File: src/rtl/mux_pkg.sv
// Shared definitions for the arbitrated multiplexer.
package mux_pkg;

  localparam logic MODE_FIXED = 1'b0;
  localparam logic MODE_RR    = 1'b1;

  // Output register occupancy
  typedef enum logic {
    ST_EMPTY = 1'b0,
    ST_FULL  = 1'b1
  } state_t;

  // Increment an index and wrap to 0 at n. Works for any n, not only powers of two.
  function automatic int unsigned wrap_inc(input int unsigned idx, input int unsigned n);
    return ((idx + 32'd1) >= n) ? 32'd0 : (idx + 32'd1);
  endfunction

endpackage

File: src/rtl/rr_arbiter.sv
// Combinational arbiter: fixed priority (lowest index) or round-robin from ptr.
module rr_arbiter
  import mux_pkg::*;
#(
  parameter  int unsigned N    = 4,
  localparam int unsigned SELW = $clog2(N)
) (
  input  logic [N-1:0]    req,
  input  logic [SELW-1:0] ptr,
  input  logic            mode,
  input  logic            en,
  output logic [N-1:0]    gnt_onehot,
  output logic [SELW-1:0] gnt_idx,
  output logic            any
);

  logic [SELW:0]   w_sum;
  logic [SELW-1:0] w_idx;

  // Walk candidates in priority order; the first requesting one wins
  always_comb begin
    gnt_onehot = '0;
    gnt_idx    = '0;
    any        = 1'b0;
    w_sum      = '0;
    w_idx      = '0;
    for (int unsigned k = 0; k < N; k++) begin
      // ptr is always < N, so one conditional subtract gives (ptr+k) mod N
      w_sum = {1'b0, ptr} + (SELW+1)'(k);
      if (w_sum >= (SELW+1)'(N)) begin
        w_sum = w_sum - (SELW+1)'(N);
      end
      w_idx = (mode == MODE_RR) ? w_sum[SELW-1:0] : SELW'(k);
      if (en && !any && req[w_idx]) begin
        any               = 1'b1;
        gnt_idx           = w_idx;
        gnt_onehot[w_idx] = 1'b1;
      end
    end
  end

endmodule

File: src/rtl/arb_mux.sv
// N-channel valid/ready multiplexer with internal arbitration and one output register.
module arb_mux
  import mux_pkg::*;
#(
  parameter  int unsigned N    = 4,
  parameter  int unsigned W    = 8,
  localparam int unsigned SELW = $clog2(N)
) (
  input  logic            clk,
  input  logic            rst_n,
  input  logic            mode,
  input  logic [N-1:0]    in_valid,
  input  logic [N*W-1:0]  in_data,
  output logic [N-1:0]    in_ready,
  output logic            out_valid,
  output logic [W-1:0]    out_data,
  output logic [SELW-1:0] out_sel,
  input  logic            out_ready
);

  state_t          r_state;
  logic [W-1:0]    r_data;
  logic [SELW-1:0] r_sel;
  logic [SELW-1:0] r_ptr;

  logic            w_load_en;
  logic            w_any;
  logic [N-1:0]    w_gnt;
  logic [SELW-1:0] w_gnt_idx;
  logic [W-1:0]    w_gnt_data;

  // Register may accept a new word when empty or when its word leaves this cycle
  assign w_load_en = (r_state == ST_EMPTY) || out_ready;

  rr_arbiter #(
    .N(N)
  ) u_arb (
    .req        (in_valid),
    .ptr        (r_ptr),
    .mode       (mode),
    .en         (w_load_en),
    .gnt_onehot (w_gnt),
    .gnt_idx    (w_gnt_idx),
    .any        (w_any)
  );

  assign w_gnt_data = in_data[w_gnt_idx*W +: W];

  // Occupancy FSM with output register and round-robin pointer
  always_ff @(posedge clk or negedge rst_n) begin
    if (!rst_n) begin
      r_state <= ST_EMPTY;
      r_data  <= '0;
      r_sel   <= '0;
      r_ptr   <= '0;
    end else if (w_load_en) begin
      if (w_any) begin
        // EMPTY->FULL, or FULL->FULL reload with no bubble
        r_state <= ST_FULL;
        r_data  <= w_gnt_data;
        r_sel   <= w_gnt_idx;
        if (mode == MODE_RR) begin
          r_ptr <= SELW'(wrap_inc(32'(w_gnt_idx), N));
        end
      end else begin
        // Word drained (or was never there) and nothing new to load
        r_state <= ST_EMPTY;
      end
    end
  end

  assign in_ready  = w_gnt;
  assign out_valid = (r_state == ST_FULL);
  assign out_data  = r_data;
  assign out_sel   = r_sel;

endmodule

File: config.mk
export PLATFORM = sky130hd
export DESIGN_NAME = arb_mux
export DESIGN_NICKNAME = d
export VERILOG_FILES = /design/src/rtl/mux_pkg.sv /design/src/rtl/rr_arbiter.sv /design/src/rtl/arb_mux.sv
export SDC_FILE = /design/constraint.sdc
export NUM_CORES = 1
export LEC_CHECK = 0
export CORE_ASPECT_RATIO = 0.5
export CORE_MARGIN = 10
export CORE_UTILIZATION = 43
export CTS_CLUSTER_SIZE = 12
export DETAILED_ROUTE_END_ITERATION = 7
export HOLD_SLACK_MARGIN = 0.1
export MAX_ROUTING_LAYER = met4
export PLACE_DENSITY = 0.77
export SYNTH_ARGS = -nofsm -noshare
export SYNTH_HDL_FRONTEND = slang
export SYNTH_HIERARCHICAL = 1
export SYNTH_SLANG_ARGS = --single-unit
File: constraint.sdc
create_clock -name clk -period 3.42 [get_ports clk]
set_input_delay 0.684 -clock clk [delete_from_list [all_inputs] [get_ports clk]]
set_output_delay 0.684 -clock clk [all_outputs]
set_load 0.01 [all_outputs]
==> impl_metrics.toml <==
[grt]
grt_antenna_before_repair = 0
grt_start_max_net_pins = 14
track_usage_pct = 14.27
grt-ovfl-total = 0
grt_pass1_wl_mm = 6.782
grt_pass1_vias = 1419

[min_path]
hold_class = "reg2reg"
min_from = "out_sel[0]"
min_path_cells = 1

[logic_synthesis]
async_reset_ff_share_pct = 100.0
synthesis.area_um2 = 1330
yosysUniqueCellTypes = 50
ys_seq_area_share_pct = 24.46
synth_warnings = 6
syn_inst = 119
ys.flop_type = "dfrtp_1"
ys_ff_latch = 13
synthTopCellsByArea = "dfrtp_1 (24%), mux4_2 (14%), mux2_2 (10%), buf_6 (5.1%), mux2i_1 (2.3%)"
avgSynthCellArea_um2 = 11.18
yosys.area.top_type_share_pct = 24.46
syn_nets = 160
synth_edf_count = 0
synth.largest_area_cell = "dfrtp_1"

[setup_path]
crit_chain = "clkdlybuf4s50_1 > or3b_1 > a21oi_4 > a211oi_4 > buf_4 > a31oi_4 > o221ai_2 > dlygate4sd2_1"
worstRegToRegCells = 10
cpPeakStageDelay_ns = 0.51
r2r-start = "r_ptr[0]"
required_ns = 2.74
path_delay_family = "buffers and inverters"
crit_cells = 8
cp-start-kind = "input pin"
cp_max_fo = 7
cp.arrival_ns = 2.66
cpMaxStageDelayCell = "clkdlybuf4s50_1"
endpoint_kind = "output pin"
crit_type = "in2out"
cp_num_buf_inv = 3
startpoint = "in_valid[0]"

[timing]
fin_skew_ns = 0.003959
tns_ns = 0
layout_setup_ws_ns = 0.07870
setup_viol = 0
period_needed_ns = 3.341
finalHoldViolCount = 0
max_freq_ghz = 0.2993
worstMarginPinSlew_ns = 0.5838
fin_hold_ws_ns = 0.5012
min_period_over_period_pct = 97.70
rsz0062_at_grt = "false"
timing.slew.headroom_pct = 60.96
slew_viol_final = 0

[die]
initial_core_util_pct = 44.66
core_um2 = 2978
die_area_um2 = 5852
ios = 55
row_count = 14
die_h_um = 59.33
die_x_um = 98.65

[finish]
final_cells = 239
drive_gt1_share_pct = 37.69
area.growth.synth_to_final_pct = 62.37
nets = 241
n_antenna_cell = 0
fillCellCount = 230

[pwr]
p_leak_nw = 0.8450
power_density_nw_per_um2 = 682.1
peakVddDrop_mv = 0.4211

[route]
viasPerCell = 5.669
drt-initial-drc-count = 45
drt_wl_total_mm = 4.210
drcViolationCount = 0
detail_route.wl_per_cell_um = 17.62
ant_nets = 0
drtPass1Iterations = 4
via_count = 1355

[clocking]
cts-root-buf = "clkbuf_8"
tritoncts = "done"
cts_buffers = 3
htreeDepth = 1
cts_sinks = 13
path_clk_slew_ns = 0.05
clkLatencyLatePin_ns = 0.24
cts_buffer_depth = 2

[placed_design]
dp_cells = 233
post-place-ws_ns = -0.2994
dp_hpwl_mm = 3.498
gp_congestion = 0.9078
io_buffers = 54

[flow_run]
cap_violations = 0

[status]
status = "completed"
-- cell type report --
class / count / area [um^2] / share of cell area [%]
Multi-Input combinational cell: 92 / 923.4 / 42.76
Timing Repair Buffer: 87 / 804.5 / 37.25
Sequential cell: 13 / 325.3 / 15.06
Tap cell: 40 / 50.05 / 2.317
Clock buffer: 4 / 45.04 / 2.086
Inverter: 3 / 11.26 / 0.5214
-- Yosys cell counts (2+ instances only) --
master,instances
dfrtp_1,13
mux2_2,12
mux4_2,8
buf_6,6
nand3_1,5
a21oi_1,4
nand2_1,4
inv_1,3
mux2i_1,3
nand2_2,3
nand2b_1,3
nor2_1,3
o211ai_1,3
o21ai_0,3
or3b_1,3
a2bb2oi_1,2
a31oi_1,2
a32oi_1,2
buf_2,2
buf_4,2
o21a_1,2
o221ai_1,2
o221ai_2,2
-- kinds of logic (layout without fill, tap and decap cells) --
logic type / Yosys count / in the layout / share of synthesized area [%]
compound gates: 36 / 36 / 25.59
fa+ha+maj: 1 / 1 / 0.9406
buf+inv: 14 / 94 / 8.089
flops: 13 / 13 / 24.46
mux: 23 / 23 / 25.96
simple gates: 32 / 32 / 14.96
-- registers in the layout (all words and copies together), names as in the netlist --
| name | cells |
|---|---|
| out_sel | 2 |
| out_data | 8 |
| out_valid | 1 |
| r_ptr | 2 |
-- per-stage QoR --
step / util (%) / total power, W / area [um^2]
after global routing: 72.52 / 0.001582 / 2160
after floorplan: - / 0.0009126 / 1330
final: 72.52 / 0.001473 / 2160
after CTS: 72.27 / 0.001483 / 2152
after global placement: 69.71 / 0.001312 / 2076
after detailed placement: 69.71 / 0.001339 / 2076
-- routing by layer --
layer / wire (um) / vias to the layer above / track usage [%] / share of wire [%]
met5: 0 / - / - / 0
met4: 48 / 0 / 5.680 / 1.1
met3: 233 / 6 / 2.328 / 5.5
met2: 2250 / 57 / 26.37 / 53
met1: 1677 / 661 / 15.25 / 40
li1: - / 631 / - / -
-- what timing repair did --
action / in CTS / in global routing
pin swaps: 3 / 3
hold buffers: 0 / 0
endpoints found under the setup margin: 4 / 12
hold endpoints to repair: 0 / 0
resized for setup: 9 / 6
buffers inserted: 2 / 0
-- layout by cell type (no fill, tap or decap), types with 2 or more instances in the layout --
cell | Yosys | layout
nand3_1 | 5 | 5
clkdlybuf4s15_1 | 0 | 2
a311oi_2 | 1 | 2
mux2i_1 | 3 | 2
clkdlybuf4s50_1 | 0 | 48
o221ai_2 | 2 | 2
buf_4 | 2 | 30
inv_1 | 3 | 3
o211ai_1 | 3 | 3
nand2_2 | 3 | 3
a32oi_1 | 2 | 2
o21a_1 | 2 | 2
a21oi_1 | 4 | 3
dlygate4sd2_1 | 0 | 2
mux4_2 | 8 | 8
nor2_1 | 3 | 3
dfrtp_1 | 13 | 13
nand2b_1 | 3 | 3
a2bb2oi_1 | 2 | 2
buf_12 | 0 | 2
or3b_1 | 3 | 3
nand2_1 | 4 | 4
mux2_2 | 12 | 12
o21ai_0 | 3 | 3
a21oi_2 | 1 | 2
clkbuf_8 | 0 | 3
o221ai_1 | 2 | 2
-- worst register-to-register path, stage by stage (launching register included) --
cell,delay [ns]
dfrtp_1,0.56
buf_4,0.24
mux2i_1,0.24
o21ai_1,0.14
a21oi_2,0.26
buf_4,0.16
a311oi_2,0.11
a31oi_2,0.22
buf_12,0.18
mux4_2,0.51
mux2_2,0.27
-- power by group --
group / switching [W] / internal (W) / leakage (nW)
Clock: 0.0000486 / 0.0000819 / 0.0228
Combinational: 0.000451 / 0.000597 / 0.671
Sequential: 0.0000631 / 0.000231 / 0.152
-- worst paths after layout --
kind / slack, ns / endpoint
max in group asynchronous: 2.22 / out_data[0]
hold reg to reg: 0.50 / out_sel[0]
hold / removal: 0.50 / out_sel[0]
min in group asynchronous: 0.82 / out_data[7]
setup reg to reg: 0.44 / out_data[1]
setup / recovery: 0.08 / in_ready[3]
Power figures use the tool's default switching activity.
